[config.mk]
export PLATFORM = sky130hd
export DESIGN_NAME = controller_sequencer_flat
export DESIGN_NICKNAME = d
export VERILOG_FILES = /design/src/rtl/controller_sequencer_pkg.sv /design/src/rtl/controller_sequencer_if.sv /design/src/rtl/controller_sequencer_ring_counter_6.sv /design/src/rtl/controller_sequencer.sv /design/src/flat_wrapper.sv
export SDC_FILE = /design/constraint.sdc
export NUM_CORES = 1
export LEC_CHECK = 0
export ABC_AREA = 1
export CORE_UTILIZATION = 39
export DETAILED_ROUTE_END_ITERATION = 12
export GPL_TIMING_DRIVEN = 0
export PLACE_DENSITY_LB_ADDON = 0.15
export SETUP_SLACK_MARGIN = 0.1
export SLEW_MARGIN = 40
export SYNTH_ARGS = -nofsm -noshare
export SYNTH_HDL_FRONTEND = slang
export SYNTH_SLANG_ARGS = --single-unit
[constraint.sdc]
create_clock -name CLOCK -period 1.6 [get_ports CLOCK]
set_input_delay 0.16 -clock CLOCK [delete_from_list [all_inputs] [get_ports CLOCK]]
set_output_delay 0.16 -clock CLOCK [all_outputs]
set_load 0.05 [all_outputs]
[src/rtl/controller_sequencer_pkg.sv]
// rtl/controller_sequencer_pkg.sv - opcodes, T-state constants and control-word decode for the SAP sequencer
package controller_sequencer_pkg;

    localparam logic [3:0] OP_LDA = 4'b0000;
    localparam logic [3:0] OP_ADD = 4'b0001;
    localparam logic [3:0] OP_SUB = 4'b0010;
    localparam logic [3:0] OP_OUT = 4'b1110;
    localparam logic [3:0] OP_HLT = 4'b1111;

    localparam logic [5:0] T1 = 6'b000001;
    localparam logic [5:0] T2 = 6'b000010;
    localparam logic [5:0] T3 = 6'b000100;
    localparam logic [5:0] T4 = 6'b001000;
    localparam logic [5:0] T5 = 6'b010000;
    localparam logic [5:0] T6 = 6'b100000;

    // Every field is active-high here; polarity flips happen at the pins.
    typedef struct packed {
        logic cp;
        logic ep;
        logic mar_in;
        logic ce;
        logic li;
        logic ei;
        logic la;
        logic ea;
        logic su;
        logic eu;
        logic lb;
        logic lo;
    } ctrl_t;

    function automatic ctrl_t decode(input logic [5:0] t_state, input logic [3:0] opcode);
        ctrl_t c;
        c = '0;
        unique case (t_state)
            T1: begin c.ep = 1'b1; c.mar_in = 1'b1; end
            T2: c.cp = 1'b1;
            T3: begin c.ce = 1'b1; c.li = 1'b1; end
            T4: begin
                if (opcode == OP_LDA || opcode == OP_ADD || opcode == OP_SUB) begin
                    c.ei = 1'b1; c.mar_in = 1'b1;
                end else if (opcode == OP_OUT) begin
                    c.ea = 1'b1; c.lo = 1'b1;
                end
            end
            T5: begin
                if (opcode == OP_LDA) begin
                    c.ce = 1'b1; c.la = 1'b1;
                end else if (opcode == OP_ADD || opcode == OP_SUB) begin
                    c.ce = 1'b1; c.lb = 1'b1;
                end
            end
            T6: begin
                if (opcode == OP_ADD || opcode == OP_SUB) begin
                    c.eu = 1'b1; c.la = 1'b1;
                    c.su = (opcode == OP_SUB);
                end
            end
            default: c = '0;
        endcase
        return c;
    endfunction

endpackage

[src/rtl/controller_sequencer_if.sv]
// rtl/controller_sequencer_if.sv - opcode/mode inputs and control-word outputs of the sequencer
interface controller_sequencer_if;
    logic [3:0] OPCODE;
    logic       _PROG;
    logic       CP;
    logic       EP;
    logic       _EN_MAR_IN;
    logic       _CE;
    logic       _LI;
    logic       _EI;
    logic       _LA;
    logic       EA;
    logic       SU;
    logic       EU;
    logic       _LB;
    logic       _LO;
    logic       HALT;
    logic [5:0] T_STATE;

    modport master (
        input  OPCODE, _PROG,
        output CP, EP, _EN_MAR_IN, _CE, _LI, _EI, _LA, EA, SU, EU, _LB, _LO, HALT, T_STATE
    );

    modport slave (
        output OPCODE, _PROG,
        input  CP, EP, _EN_MAR_IN, _CE, _LI, _EI, _LA, EA, SU, EU, _LB, _LO, HALT, T_STATE
    );
endinterface

[src/rtl/controller_sequencer_ring_counter_6.sv]
// rtl/controller_sequencer_ring_counter_6.sv - one-hot 6-state ring with hold and synchronous load-T1
module ring_counter_6
    import controller_sequencer_pkg::*;
(
    input  logic       clk,
    input  logic       rst,
    input  logic       hold,
    input  logic       load_t1,
    output logic [5:0] state
);
    logic [5:0] state_d, state_q;

    // load_t1 wins over hold so programming mode always parks the ring at T1.
    always_comb begin
        state_d = state_q;
        if (load_t1)
            state_d = T1;
        else if (!hold)
            state_d = {state_q[4:0], state_q[5]};
    end

    always_ff @(posedge clk or posedge rst) begin
        if (rst)
            state_q <= T1;
        else
            state_q <= state_d;
    end

    assign state = state_q;
endmodule

[src/rtl/controller_sequencer.sv]
// rtl/controller_sequencer.sv - SAP instruction-cycle controller: ring counter plus opcode decode
module controller_sequencer
    import controller_sequencer_pkg::*;
(
    input  logic                      CLOCK,
    input  logic                      RESET,
    controller_sequencer_if.master    bus
);
    logic [5:0] t_state;
    logic       halt_d, halt_q;
    logic       running;
    logic       hlt_at_t4;
    ctrl_t      ctrl;

    assign running   = !RESET && bus._PROG && !halt_q;
    assign hlt_at_t4 = running && (t_state == T4) && (bus.OPCODE == OP_HLT);

    ring_counter_6 u_ring (
        .clk     (CLOCK),
        .rst     (RESET),
        .hold    (!running || hlt_at_t4),
        .load_t1 (!bus._PROG),
        .state   (t_state)
    );

    always_comb begin
        halt_d = halt_q;
        if (hlt_at_t4)
            halt_d = 1'b1;
    end

    always_ff @(posedge CLOCK or posedge RESET) begin
        if (RESET)
            halt_q <= 1'b0;
        else
            halt_q <= halt_d;
    end

    // Gating by running makes RESET, programming mode and halt silence the datapath combinationally.
    always_comb begin
        ctrl = '0;
        if (running)
            ctrl = decode(t_state, bus.OPCODE);
    end

    assign bus.CP         = ctrl.cp;
    assign bus.EP         = ctrl.ep;
    assign bus._EN_MAR_IN = !ctrl.mar_in;
    assign bus._CE        = !ctrl.ce;
    assign bus._LI        = !ctrl.li;
    assign bus._EI        = !ctrl.ei;
    assign bus._LA        = !ctrl.la;
    assign bus.EA         = ctrl.ea;
    assign bus.SU         = ctrl.su;
    assign bus.EU         = ctrl.eu;
    assign bus._LB        = !ctrl.lb;
    assign bus._LO        = !ctrl.lo;
    assign bus.HALT       = halt_q;
    assign bus.T_STATE    = t_state;
endmodule

[src/flat_wrapper.sv]
// flat-port wrapper written by rule: the top's interface ports become plain ports
module controller_sequencer_flat import controller_sequencer_pkg::*;
  (CLOCK, RESET, bus_OPCODE, bus__PROG, bus_CP, bus_EP, bus__EN_MAR_IN, bus__CE, bus__LI, bus__EI, bus__LA, bus_EA, bus_SU, bus_EU, bus__LB, bus__LO, bus_HALT, bus_T_STATE);
  controller_sequencer_if bus_i ();
  input  logic CLOCK;
  input  logic RESET;
  input wire logic [$bits(bus_i.OPCODE)-1:0] bus_OPCODE;
  input wire logic [$bits(bus_i._PROG)-1:0] bus__PROG;
  output wire logic [$bits(bus_i.CP)-1:0] bus_CP;
  output wire logic [$bits(bus_i.EP)-1:0] bus_EP;
  output wire logic [$bits(bus_i._EN_MAR_IN)-1:0] bus__EN_MAR_IN;
  output wire logic [$bits(bus_i._CE)-1:0] bus__CE;
  output wire logic [$bits(bus_i._LI)-1:0] bus__LI;
  output wire logic [$bits(bus_i._EI)-1:0] bus__EI;
  output wire logic [$bits(bus_i._LA)-1:0] bus__LA;
  output wire logic [$bits(bus_i.EA)-1:0] bus_EA;
  output wire logic [$bits(bus_i.SU)-1:0] bus_SU;
  output wire logic [$bits(bus_i.EU)-1:0] bus_EU;
  output wire logic [$bits(bus_i._LB)-1:0] bus__LB;
  output wire logic [$bits(bus_i._LO)-1:0] bus__LO;
  output wire logic [$bits(bus_i.HALT)-1:0] bus_HALT;
  output wire logic [$bits(bus_i.T_STATE)-1:0] bus_T_STATE;
  assign bus_i.OPCODE = bus_OPCODE;
  assign bus_i._PROG = bus__PROG;
  assign bus_CP = bus_i.CP;
  assign bus_EP = bus_i.EP;
  assign bus__EN_MAR_IN = bus_i._EN_MAR_IN;
  assign bus__CE = bus_i._CE;
  assign bus__LI = bus_i._LI;
  assign bus__EI = bus_i._EI;
  assign bus__LA = bus_i._LA;
  assign bus_EA = bus_i.EA;
  assign bus_SU = bus_i.SU;
  assign bus_EU = bus_i.EU;
  assign bus__LB = bus_i._LB;
  assign bus__LO = bus_i._LO;
  assign bus_HALT = bus_i.HALT;
  assign bus_T_STATE = bus_i.T_STATE;
  controller_sequencer u_core (.CLOCK(CLOCK), .RESET(RESET), .bus(bus_i));
endmodule
-- After elaboration in Yosys (flattened, before gate mapping)
Cells that the tools add are included.
- bits in registers: 7
- bits in latches: 0
- logic and storage cells: 53
- bits in read-only memories: 0
- bits in writable memories: 0
- memories: 0
- output and inout port bits: 19
- input bits: 7
- $mul: 0
- shift operators: 0
- divide/modulo/power cells: 0
- $add $sub $neg: 0
- muxes and demuxes: 21
- reductions and logical operators: 19
- eq/ne operators: 11
- magnitude comparators: 0
- bitwise logic cells: 0
- operators by type and width (operator ; number):
    $mux 1 ; 13
    $mux 12 ; 1
    $mux 6 ; 2
    $logic_not 1->1 ; 10
    $eq 4x4->1 const B ; 2
    $eq 6x1->1 const B ; 1
    $eq 6x2->1 const B ; 1
    $eq 6x3->1 const B ; 1
    $eq 6x4->1 const B ; 1
    $eq 6x5->1 const B ; 1
    $eq 6x6->1 const B ; 1
    $pmux 1 s2 ; 3
    $eq 4x1->1 const B ; 1
    $eq 4x2->1 const B ; 1
    $logic_and 1x1->1 ; 4
    $logic_not 4->1 ; 1
    $logic_or 1x1->1 ; 4
    $mux 2 ; 2
    $ne 2x2->1 const B ; 1

-- Depth between registers and ports, before layout
- depth after elaboration: 8
- mapped depth: 7
- depth with buffers taken out: 7

-- Hierarchy
Synthesis repeated with hierarchy kept, for this count alone.
- cells, all modules: 97
- area total of the unflattened synthesis: 628.1 um^2
- modules (own cells, without submodules) (module ; area each (um^2) ; cells each ; times used ; sequential area each (um^2)):
    controller_sequencer ; 376.6 ; 69 ; 1 ; 25.0
    ring_counter_6 ; 251.5 ; 28 ; 1 ; 151.4

-- Worst setup path before layout
No wires, ideal clock.
- kind: register to output
- from: reg u_core.u_ring.state_q[4], in the netlist u_core.u_ring.state[4]
- to: out bus__EN_MAR_IN
- slack: -1.140 ns
- arrival: 2.580 ns
- cell stages (with the launch flop): 5
- path buffers: 0
- cell sequence: dfrtp_1 > nor2_1 > nand2_1 > nor3_1 > a31oi_1
- cells in the longest elaborated chain, start to end: 4
- elaborated cells between the ends (all ways): 5
- ends and longest elaborated chain (what ; RTL line ; RTL):
    start: declaration ; controller_sequencer_ring_counter_6.sv:11 ; logic [5:0] state_d, state_q;
    start signal: assignment ; controller_sequencer_ring_counter_6.sv:26 ; state_q <= state_d;
    $eq 6x4->1 / $eq 6x1->1 (equally long branches) ; controller_sequencer_pkg.sv:36 ; unique case (t_state)
    $pmux 1 s2 (*) ; controller_sequencer_pkg.sv:36 ;
    $mux 12 (*) ; controller_sequencer.sv:42 ; if (running)
    $logic_not 1->1 (*) ; controller_sequencer.sv:48 ; assign bus._EN_MAR_IN = !ctrl.mar_in;
    end: declaration ; flat_wrapper.sv:11 ; output wire logic [$bits(bus_i._EN_MAR_IN)-1:0] bus__EN_MAR_IN;
Every way passes the cells marked *; elsewhere a longest branch is shown, timed or not.

-- Worst setup path in the final report
- from: reg u_core.u_ring.state_q[4], in the netlist u_core.u_ring.state[4]
- to: out bus__CE
- cells in the longest elaborated chain, start to end: 4
- elaborated cells between the ends (all ways): 5
- ends and longest elaborated chain (what ; RTL line ; RTL):
    $eq 6x5->1 / $eq 6x3->1 (equally long branches) ; controller_sequencer_pkg.sv:36 ;
    $pmux 1 s2 (*) ; controller_sequencer_pkg.sv:36 ;
    $mux 12 (*) ; controller_sequencer.sv:42 ;
    $logic_not 1->1 (*) ; controller_sequencer.sv:49 ; assign bus._CE = !ctrl.ce;
    end: declaration ; flat_wrapper.sv:12 ; output wire logic [$bits(bus_i._CE)-1:0] bus__CE;
Marked as above.

==> metrics.yaml <==
rsz0062_at_grt: "yes"
clkTransAtPathRegs_ns: 0.05
slew_headroom: 0.675
r2r_end: "u_core.u_ring.state[3]"
drtPass1Iterations: 4
diodes: 0
final-setup-viol-count: 8
place_area_um2: 982
setup_ws_ns: -0.0732
route.antenna.remaining_nets: 0
core_um2: 1320
ys_top_cells_by_area: "dfrtp_1 27%, nand2_1 18%, inv_1 12%, nand3_1 6.2%, nor2_1 6.0%"
worstPathArrival_ns: 1.51
num_vias: 715
vias_per_cell: 4.90
gp_congestion: 0.710
p_per_area_nw_per_um2: 328
worstMarginPinSlew_ns: 0.490
final-max-slew-violation-count: 0
synth_fp_nets: 94
finalNetCount: 139
ys_async_sr_fraction: 1.00
period_needed_ns: 1.67
cp-start-kind: "register"
die_y_um: 40.0
numCtsBuffers: 3
min_from: "bus__PROG"
fin_setup_tns_ns: -0.311
root_buffer: "clkbuf_4"
overflow: 0
ys_seq_area_frac: 0.313
grt_pass1_vias: 603
synth_cell_types: 20
rows: 13
ff2ff_setup_slack_ns: 0.06
syn_area_per_cell_um2: 6.49
drcViolationCount: 0
hold_violations: 0
clkSinkCount: 7
power.leakage_uw: 0.000530
ir_worst_vdd_v: 0.000374
end_kind: "primary output"
htreeDepth: 1
drive_above_1_share: 0.588
dpl.hpwl_um: 1190
portBuffers: 24
skew_ns: 0.000268
synth_common_cells: "27 x nand2_1, 18 x inv_1, 9 x nor2_1, 7 x nand3_1, 6 x dfrtp_1"
crit_type: "register to primary output"
synthCells: 87
synth_edf_count: 0
cts_buffer_depth: 2
syn_area_um2: 564
grt.total_usage: 0.239
whs_endpoint: "u_core.u_ring.state[1]"
r2r_cells: 7
die_x_um: 40.0
hold_depth: 3
power_uw: 389
synth_most_common_cell: "nand2_1"
clk_latency_ns: 0.25
maxCapViolations: 0
synth-warning-count: 0
r2r-start: "u_core.u_ring.state[2]"
violations: "negative setup slack"
worstPathMaxFanout: 4
fin_area_um2: 1180
dieArea_um2: 1600
wl_per_cell_um: 13.7
synth_largest_area_cell: "dfrtp_1"
drt-initial-drc-count: 23
outcome: "finished with violations"
ys.flop_type: "dfrtp_1"
start_util: 0.428
area_delta_synth_final_pct: 110
cts_tree: "done"
critPathRequiredTime_ns: 1.44
n_fill_cell: 60
final.period_utilization: 1.05
fmax_mhz: 598
synth_seq_cells: 7
synth_top_area_frac: 0.266
ios: 26
antenna_found_initial: 0
grt_first_pass_wirelength_um: 2480
grt_max_degree: 11
hold_path_class: "primary input to register"
wl_um: 2010
per-layer routing:
metal	wire length, um	track usage
met4	34	0.155
met1	789	0.261
met3	67	0.0333
met5	0	0
met2	1120	0.423
registers in the layout, indices dropped and copies added, names as in the netlist:
register,count
u_core.bus.HALT,1
u_core.u_ring.state,6
critical path: stages (launching register included):
cell and delay, ns:
dfrtp_2 0.43, nor2_4 0.18, nand2_2 0.09, nor2_4 0.20, nand3_4 0.09, nand2_1 0.07, inv_1 0.04, buf_6 0.14
final cells by class:
class | instances | area [um2] | area share
Clock buffer | 4 | 26.3 | 0.0222
Sequential cell | 7 | 190 | 0.161
Multi-Input combinational cell | 60 | 462 | 0.390
Tap cell | 15 | 18.8 | 0.0159
Inverter | 18 | 81.3 | 0.0687
Buffer | 2 | 18.8 | 0.0159
Timing Repair Buffer | 40 | 387 | 0.327
cells by family (layout without fill, tap and decap cells):
family	after synthesis	after routing	synth area share
AND/OR/NAND/NOR	53	53	0.441
buffers and inverters	20	64	0.153
AO/OA/AOI/OAI	7	7	0.0931
flip-flops	7	7	0.313
placed cells by master, fill, tap and decap left out, drive strengths merged, types with 4 or more instances in the layout:
master | netlist | routed
buf | 2 | 30
clkdlybuf4s50 | 0 | 5
nor2 | 11 | 11
dfrtp | 6 | 6
dlygate4sd2 | 0 | 5
clkbuf | 0 | 4
inv | 18 | 15
o21ai | 4 | 4
nand3 | 9 | 9
nand2 | 27 | 27
metrics by stage:
step	hold WS, ns	setup slack, ns	std cells	utilization
after global routing	0.221	-0.147	146	0.898
after detailed placement	0.448	-0.895	126	0.745
after global placement	0.435	-0.851	126	0.745
after floorplan	-0.00762	-0.0975	87	-
final	0.223	-0.0732	146	0.898
after CTS	0.209	-0.0944	138	0.833
worst max-delay path by stage:
stage                           start        endpoint  slack [ns]
6_report       u_core.u_ring.state[4]         bus__CE       -0.07
5_1_grt        u_core.u_ring.state[4]         bus__CE       -0.15
4_1_cts               u_core.bus.HALT         bus__LA       -0.09
3_5_place_dp                    RESET          bus_EA       -0.90
3_3_place_gp                    RESET          bus_EA       -0.85
2_1_floorplan  u_core.u_ring.state[2]  bus__EN_MAR_IN        -0.1
power breakdown:
group	switching (uW)	internal (uW)
combinational	28.4	20.7
clock	67.2	95.3
sequential	0.0000774	177
timing repair:
item                                    in CTS  in global routing
hold buffers                                 0                  0
pin swaps                                    6                 10
setup buffers                                8                  7
gates cloned                                 0                  1
gates resized for setup                    104                 12
endpoints found under the setup margin      19                 18
Power figures use the tool's default switching activity.
